`src/rtl/idu_pkg.sv`:
```
// Shared opcodes and decode selector types for the ID stage.
// The W opcodes are legal only on RV64 cores built with word ops enabled.
package idu_pkg;

  localparam logic [6:0] OPC_LUI       = 7'b0110111;
  localparam logic [6:0] OPC_AUIPC     = 7'b0010111;
  localparam logic [6:0] OPC_JAL       = 7'b1101111;
  localparam logic [6:0] OPC_JALR      = 7'b1100111;
  localparam logic [6:0] OPC_BRANCH    = 7'b1100011;
  localparam logic [6:0] OPC_LOAD      = 7'b0000011;
  localparam logic [6:0] OPC_STORE     = 7'b0100011;
  localparam logic [6:0] OPC_OP_IMM    = 7'b0010011;
  localparam logic [6:0] OPC_OP        = 7'b0110011;
  localparam logic [6:0] OPC_OP_IMM_32 = 7'b0011011;
  localparam logic [6:0] OPC_OP_32     = 7'b0111011;

  typedef enum logic [2:0] {IMM_I, IMM_S, IMM_B, IMM_U, IMM_J, IMM_NONE} imm_type_e;
  typedef enum logic [1:0] {SRC1_ZERO, SRC1_PC, SRC1_RS1} src1_sel_e;
  typedef enum logic {SRC2_IMM, SRC2_RS2} src2_sel_e;

endpackage

```
`src/rtl/idu_imm_gen.sv`:
```
// Immediate generator: every format fits in 32 signed bits,
// so it is assembled at 32 bits and sign-extended to XLEN afterwards.
module idu_imm_gen
  import idu_pkg::*;
#(
  parameter int XLEN = 32
) (
  input  logic [31:0]     inst,
  input  imm_type_e       imm_type,
  output logic [XLEN-1:0] imm
);

  logic signed [31:0] w_imm32;
  logic               w_unused;

  assign w_unused = ^inst[6:0];

  always_comb begin
    w_imm32 = '0;
    case (imm_type)
      IMM_I:   w_imm32 = {{20{inst[31]}}, inst[31:20]};
      IMM_S:   w_imm32 = {{20{inst[31]}}, inst[31:25], inst[11:7]};
      IMM_B:   w_imm32 = {{19{inst[31]}}, inst[31], inst[7], inst[30:25], inst[11:8], 1'b0};
      IMM_U:   w_imm32 = {inst[31:12], 12'b0};
      IMM_J:   w_imm32 = {{11{inst[31]}}, inst[31], inst[19:12], inst[20], inst[30:21], 1'b0};
      default: w_imm32 = '0;
    endcase
  end

  assign imm = XLEN'(w_imm32);

endmodule

```
`src/rtl/idu_pipe.sv`:
```
// Decode stage with ID/EX output register: valid/ready on both sides,
// load-use stall, flush and illegal-opcode flagging.
module idu_pipe
  import idu_pkg::*;
#(
  parameter int XLEN       = 32,
  parameter int RV64_W_OPS = 1
) (
  input  logic            clk,
  input  logic            rst,
  input  logic            in_valid,
  output logic            in_ready,
  input  logic [31:0]     inst,
  input  logic [XLEN-1:0] pc,
  output logic [4:0]      rs1_addr,
  output logic [4:0]      rs2_addr,
  input  logic [XLEN-1:0] reg_rdata1,
  input  logic [XLEN-1:0] reg_rdata2,
  input  logic            ex_valid,
  input  logic [4:0]      ex_rd,
  input  logic            ex_is_load,
  input  logic            flush,
  output logic            out_valid,
  input  logic            out_ready,
  output logic [XLEN-1:0] out_pc,
  output logic [XLEN-1:0] out_src1,
  output logic [XLEN-1:0] out_src2,
  output logic [XLEN-1:0] out_store_data,
  output logic [4:0]      out_rd,
  output logic            out_reg_wen,
  output logic            out_jump,
  output logic            out_branch,
  output logic            out_mem_ren,
  output logic            out_mem_wen,
  output logic [2:0]      out_funct3,
  output logic            out_funct7b5,
  output logic            out_word_op,
  output logic            out_illegal
);

  localparam bit W_OK = (XLEN == 64) && (RV64_W_OPS != 0);

  logic [6:0]      w_opcode;
  logic [4:0]      w_rd;
  imm_type_e       w_imm_type;
  src1_sel_e       w_src1_sel;
  src2_sel_e       w_src2_sel;
  logic            w_known, w_writes, w_jump, w_branch, w_load, w_store;
  logic            w_uses_rs1, w_uses_rs2, w_is_w, w_illegal, w_hazard, w_fire;
  logic [XLEN-1:0] w_imm, w_src1, w_src2;

  logic            r_out_valid;
  logic [XLEN-1:0] r_out_pc, r_out_src1, r_out_src2, r_out_store_data;
  logic [4:0]      r_out_rd;
  logic            r_out_reg_wen, r_out_jump, r_out_branch, r_out_mem_ren, r_out_mem_wen;
  logic [2:0]      r_out_funct3;
  logic            r_out_funct7b5, r_out_word_op, r_out_illegal;

  assign w_opcode = inst[6:0];
  assign w_rd     = inst[11:7];
  assign rs1_addr = inst[19:15];
  assign rs2_addr = inst[24:20];

  always_comb begin
    w_imm_type = IMM_NONE;
    w_src1_sel = SRC1_RS1;
    w_src2_sel = SRC2_IMM;
    w_known    = 1'b1;
    w_writes   = 1'b0;
    w_jump     = 1'b0;
    w_branch   = 1'b0;
    w_load     = 1'b0;
    w_store    = 1'b0;
    w_uses_rs1 = 1'b1;
    w_uses_rs2 = 1'b0;
    w_is_w     = 1'b0;
    case (w_opcode)
      OPC_LUI:       begin w_imm_type = IMM_U; w_src1_sel = SRC1_ZERO; w_writes = 1'b1; w_uses_rs1 = 1'b0; end
      OPC_AUIPC:     begin w_imm_type = IMM_U; w_src1_sel = SRC1_PC; w_writes = 1'b1; w_uses_rs1 = 1'b0; end
      OPC_JAL:       begin w_imm_type = IMM_J; w_src1_sel = SRC1_PC; w_writes = 1'b1; w_jump = 1'b1; w_uses_rs1 = 1'b0; end
      OPC_JALR:      begin w_imm_type = IMM_I; w_writes = 1'b1; w_jump = 1'b1; end
      OPC_BRANCH:    begin w_imm_type = IMM_B; w_src2_sel = SRC2_RS2; w_branch = 1'b1; w_uses_rs2 = 1'b1; end
      OPC_LOAD:      begin w_imm_type = IMM_I; w_writes = 1'b1; w_load = 1'b1; end
      OPC_STORE:     begin w_imm_type = IMM_S; w_store = 1'b1; w_uses_rs2 = 1'b1; end
      OPC_OP_IMM:    begin w_imm_type = IMM_I; w_writes = 1'b1; end
      OPC_OP:        begin w_src2_sel = SRC2_RS2; w_writes = 1'b1; w_uses_rs2 = 1'b1; end
      OPC_OP_IMM_32: begin w_imm_type = IMM_I; w_writes = 1'b1; w_is_w = 1'b1; end
      OPC_OP_32:     begin w_src2_sel = SRC2_RS2; w_writes = 1'b1; w_uses_rs2 = 1'b1; w_is_w = 1'b1; end
      default:       w_known = 1'b0;
    endcase
  end

  assign w_illegal = !w_known || (inst[1:0] != 2'b11) || (w_is_w && !W_OK);

  idu_imm_gen #(.XLEN(XLEN)) u_imm_gen (
    .inst     (inst),
    .imm_type (w_imm_type),
    .imm      (w_imm)
  );

  always_comb begin
    case (w_src1_sel)
      SRC1_ZERO: w_src1 = '0;
      SRC1_PC:   w_src1 = pc;
      default:   w_src1 = reg_rdata1;
    endcase
    w_src2 = (w_src2_sel == SRC2_RS2) ? reg_rdata2 : w_imm;
  end

  // A load in EXU cannot forward yet, so any consumer of its rd must wait a cycle.
  assign w_hazard = ex_valid && ex_is_load && (ex_rd != 5'd0) &&
                    ((w_uses_rs1 && (rs1_addr == ex_rd)) || (w_uses_rs2 && (rs2_addr == ex_rd)));

  assign in_ready = !rst && !flush && !w_hazard && (!r_out_valid || out_ready);
  assign w_fire   = in_valid && in_ready;

  always_ff @(posedge clk) begin
    if (rst) begin
      r_out_valid      <= 1'b0;
      r_out_pc         <= '0;
      r_out_src1       <= '0;
      r_out_src2       <= '0;
      r_out_store_data <= '0;
      r_out_rd         <= '0;
      r_out_reg_wen    <= 1'b0;
      r_out_jump       <= 1'b0;
      r_out_branch     <= 1'b0;
      r_out_mem_ren    <= 1'b0;
      r_out_mem_wen    <= 1'b0;
      r_out_funct3     <= '0;
      r_out_funct7b5   <= 1'b0;
      r_out_word_op    <= 1'b0;
      r_out_illegal    <= 1'b0;
    end else if (flush) begin
      r_out_valid <= 1'b0;
    end else if (w_fire) begin
      // Illegal instructions still travel down so EXU can raise the trap.
      r_out_valid      <= 1'b1;
      r_out_pc         <= pc;
      r_out_src1       <= w_src1;
      r_out_src2       <= w_src2;
      r_out_store_data <= reg_rdata2;
      r_out_rd         <= w_rd;
      r_out_reg_wen    <= w_writes && !w_illegal && (w_rd != 5'd0);
      r_out_jump       <= w_jump && !w_illegal;
      r_out_branch     <= w_branch && !w_illegal;
      r_out_mem_ren    <= w_load && !w_illegal;
      r_out_mem_wen    <= w_store && !w_illegal;
      r_out_funct3     <= inst[14:12];
      r_out_funct7b5   <= inst[30];
      r_out_word_op    <= w_is_w && !w_illegal;
      r_out_illegal    <= w_illegal;
    end else if (out_ready) begin
      r_out_valid <= 1'b0;
    end
  end

  assign out_valid      = r_out_valid;
  assign out_pc         = r_out_pc;
  assign out_src1       = r_out_src1;
  assign out_src2       = r_out_src2;
  assign out_store_data = r_out_store_data;
  assign out_rd         = r_out_rd;
  assign out_reg_wen    = r_out_reg_wen;
  assign out_jump       = r_out_jump;
  assign out_branch     = r_out_branch;
  assign out_mem_ren    = r_out_mem_ren;
  assign out_mem_wen    = r_out_mem_wen;
  assign out_funct3     = r_out_funct3;
  assign out_funct7b5   = r_out_funct7b5;
  assign out_word_op    = r_out_word_op;
  assign out_illegal    = r_out_illegal;

endmodule

```
`config.mk`:
```
export PLATFORM = sky130hd
export DESIGN_NAME = idu_pipe
export DESIGN_NICKNAME = d
export VERILOG_FILES = /design/src/rtl/idu_pkg.sv /design/src/rtl/idu_imm_gen.sv /design/src/rtl/idu_pipe.sv
export SDC_FILE = /design/constraint.sdc
export NUM_CORES = 1
export LEC_CHECK = 0
export ABC_AREA = 1
export BUFFER_PORTS_ARGS = -buffer_cell sky130_fd_sc_hd__buf_2
export CORE_ASPECT_RATIO = 0.75
export CORE_MARGIN = 2
export CORE_UTILIZATION = 52
export CTS_CLUSTER_SIZE = 25
export DETAILED_ROUTE_END_ITERATION = 12
export PLACE_DENSITY = 0.94
export SYNTH_ARGS = -nofsm -noshare
export SYNTH_HDL_FRONTEND = slang
export SYNTH_SLANG_ARGS = --single-unit
```
`constraint.sdc`:
```
create_clock -name clk -period 2.2 [get_ports clk]
set_input_delay 0 -clock clk [delete_from_list [all_inputs] [get_ports clk]]
set_output_delay 0 -clock clk [all_outputs]
set_load 0.005 [all_outputs]
```
==> results.toml <==
[outcome]
status = "finished, final reports clean"

[floorplan]
die_h_um = 105
die_area_sq_um = 14700
rows = 36
num_io_pins = 296
initial_utilization = 0.540
die_w_um = 139
fp.coreArea_sq_um = 13200

[logic_synthesis]
synthFlopType = "dfxtp_1"
synth_top_cell_by_area = "dfxtp_1"
syn_area_sq_um = 7120
yosys.area.top_type_share = 0.408
syn_inst = 1036
synth_nets = 1176
synthTopCellsByCount = "324 x nand2_1, 145 x dfxtp_1, 143 x a21oi_1, 138 x nand3_1, 57 x nor2_1"
synth_enable_flop_cells = 0
yosys.cell_count.top_type = "nand2_1"
ys_top_cells_by_area = "dfxtp_1 41%, nand2_1 17%, a21oi_1 10%, nand3_1 9.7%, a22o_1 3.9%"
synthArstFlopShare = 0
ys_warn_count = 0
syn_avg_cell_area_sq_um = 6.87
ys_seq_area_frac = 0.408
synth_cell_types = 27
ys_ff_latch = 145

[drt]
drc = 0
viasPerCell = 5.91
wl_per_cell_um = 19.4
ant_nets = 0
dr.pass1.iters = 7
routed-via-count = 9289
drt_iter0_drc = 1587
wl_mm = 30.5

[final_layout]
final_net_count = 1528
drive_gt1_frac = 0.271
n_fill_cell = 910
fin_util = 0.777
area_growth_pct = 44.0

[clocking]
numCtsBuffers = 17
cts_buffer_depth = 2
cts_tree = "built"
clkTransAtPathRegs_ns = 0.06
worstSkewPairLatency_ns = 0.42
h-tree-depth = 4
clock_sinks = 145
clockRootBuffer = "clkbuf_16"

[critical_path]
cp_cell_sequence = "dlygate4sd3_1 > buf_4 > nor2_1 > inv_1 > nor2_4 > inv_1 > a21oi_4 > clkbuf_16 > nand3_1 > a21oi_1 > dlygate4sd3_1"
reg2reg_to = "out_pc[1]"
crit_arrival_ns = 2.48
cp-start-kind = "primary input"
critical_path_class = "primary input to register"
end_kind = "register"
cpLargestDelayFamily = "buffers and inverters"
r2r_cells = 9
r2r-start = "out_valid"
required_ns = 2.55
crit_path_max_fanout = 17
critical-path-slowest-cell = "dlygate4sd3_1"
cpPeakStageDelay_ns = 0.58
path_buf_inv = 6
rrSetupSlack_ns = 0.22

[timing]
max_freq_mhz = 470
fin_crit_sh = 0.967
slew_headroom = 0.417
tightest_slew_ns = 0.874
finalSetupViolations = 0
period_minus_slack_ns = 2.13
hold_viol = 0
fin_skew_ns = 0.0153
drv_slew = 0

[min_path]
hold_path_class = "primary input to register"
whs_path_depth = 4
hold_end = "out_src1[31]"
hp-start = "reg_rdata1[31]"

[grt]
grt_pass1_vias = 8226
grt_pass1_wl_mm = 43.3
grtUsageTotal = 0.367
grt_max_degree = 97
overflow = 0
antenna_found_initial = 2

[placement]
gp_congestion = 1.04
hpwl_mm = 17.1
io_buffer_count = 295

[pwr]
pwr_density_cell_nw_per_um2 = 633
peakVddDrop_mv = 0.574
cellLeakagePower_nw = 5.13
total_power_mw = 6.49

[run]
cap_violations = 0
## final cells by class
type	count	area, sq um	share of cell area
antenna	2	5.00	0.000488
clock buffer	17	425	0.0415
clock inverter	14	123	0.0120
inverter	46	173	0.0168
multi-input combinational	757	3590	0.350
sequential	145	2900	0.283
tap	171	214	0.0209
timing repair buffer	421	2820	0.275
## flip-flops by register name, summed over array words and instances, names as in the netlist
name / count
out_pc: 32
out_src1: 32
out_src2: 32
out_store_data: 32
out_rd: 5
out_funct3: 3
out_branch: 1
out_funct7b5: 1
out_illegal: 1
out_jump: 1
out_mem_ren: 1
out_mem_wen: 1
out_reg_wen: 1
out_valid: 1
out_word_op: 1
## tightest hold or removal path, delay by kind of cell
kind / cells / cell delay [ns]
buf+inv: 1 / 0.08
simple gates: 1 / 0.07
compound gates: 2 / 0.24
## cells by family (layout without fill, tap and decap cells)
kind of cell              Yosys count  after routing  share of synthesized area
AOI/OAI and AO/OA                 188            188                      0.150
and+or+nand+nor                   565            565                      0.347
buffers and inverters             134            498                     0.0905
xor gates and xnor gates            4              4                    0.00492
DFF                               145            145                      0.408
other                               0              2                          0
## layout by cell type (no fill, tap or decap), drive strengths merged
cell	synthesis	routed
nand3	140	140
a21oi	144	144
a22o	32	32
nor2	62	62
nand2	333	333
buf	39	322
inv	45	53
clkinvlp	0	1
o21ai	11	11
clkinv	1	6
diode	0	2
a31oi	1	1
clkbuf	49	22
dlygate4sd3	0	94
nor3	3	3
dfxtp	145	145
nand4	26	26
or2	1	1
xnor2	4	4
## what timing repair did
action | in CTS | in global routing
hold buffers | 94 | 0
endpoints found under the setup margin | 0 | 7
hold endpoints to repair | 112 | 0
buffers inserted | 0 | 8
resized for setup | 0 | 7
## layer usage
metal | share of wire | wire length (um) | global-route usage | up-vias
met4 | 0.060 | 1820 | 0.177 | 0
met1 | 0.36 | 11000 | 0.465 | 4124
met5 | 0 | 0 | 0 | -
met3 | 0.13 | 4080 | 0.0895 | 176
li1 | - | - | - | 4131
met2 | 0.45 | 13600 | 0.588 | 858
## metrics by stage
stage	setup WS (ns)	cells	instance area [sq um]	hold slack, ns	setup TNS [ns]
6_report	0.0716	1573	10300	0.0118	0
5_1_grt	-0.00736	1573	10300	0.0109	-0.00736
4_1_cts	0.0489	1556	10000	0.000237	0
3_5_place_dp	0.300	1431	8530	0.231	0
3_3_place_gp	0.350	1431	8530	0.236	0
2_1_floorplan	0.722	1036	7120	0.0808	0
## power by group
part | leakage (nW) | switching (mW) | internal, mW | total [mW]
Clock | 0.272 | 1.28 | 1.48 | 2.75
Combinational | 3.68 | 0.553 | 0.435 | 0.988
Sequential | 1.18 | 0.0451 | 2.70 | 2.75
Total | 5.13 | 1.87 | 4.62 | 6.49
## worst max path at each step
stage / startpoint / endpoint / slack (ns) / depth (start not counted)
global route: rst / out_pc[1] / -0.007 / 11
global placement: inst[3] / out_src2[30] / 0.35 / 13
detailed placement: inst[4] / out_pc[21] / 0.30 / 13
CTS: rst / out_pc[1] / 0.05 / 11
floorplan: out_valid / out_branch / 0.72 / 9
finish: rst / out_pc[6] / 0.07 / 11
Power figures use the tool's default switching activity.
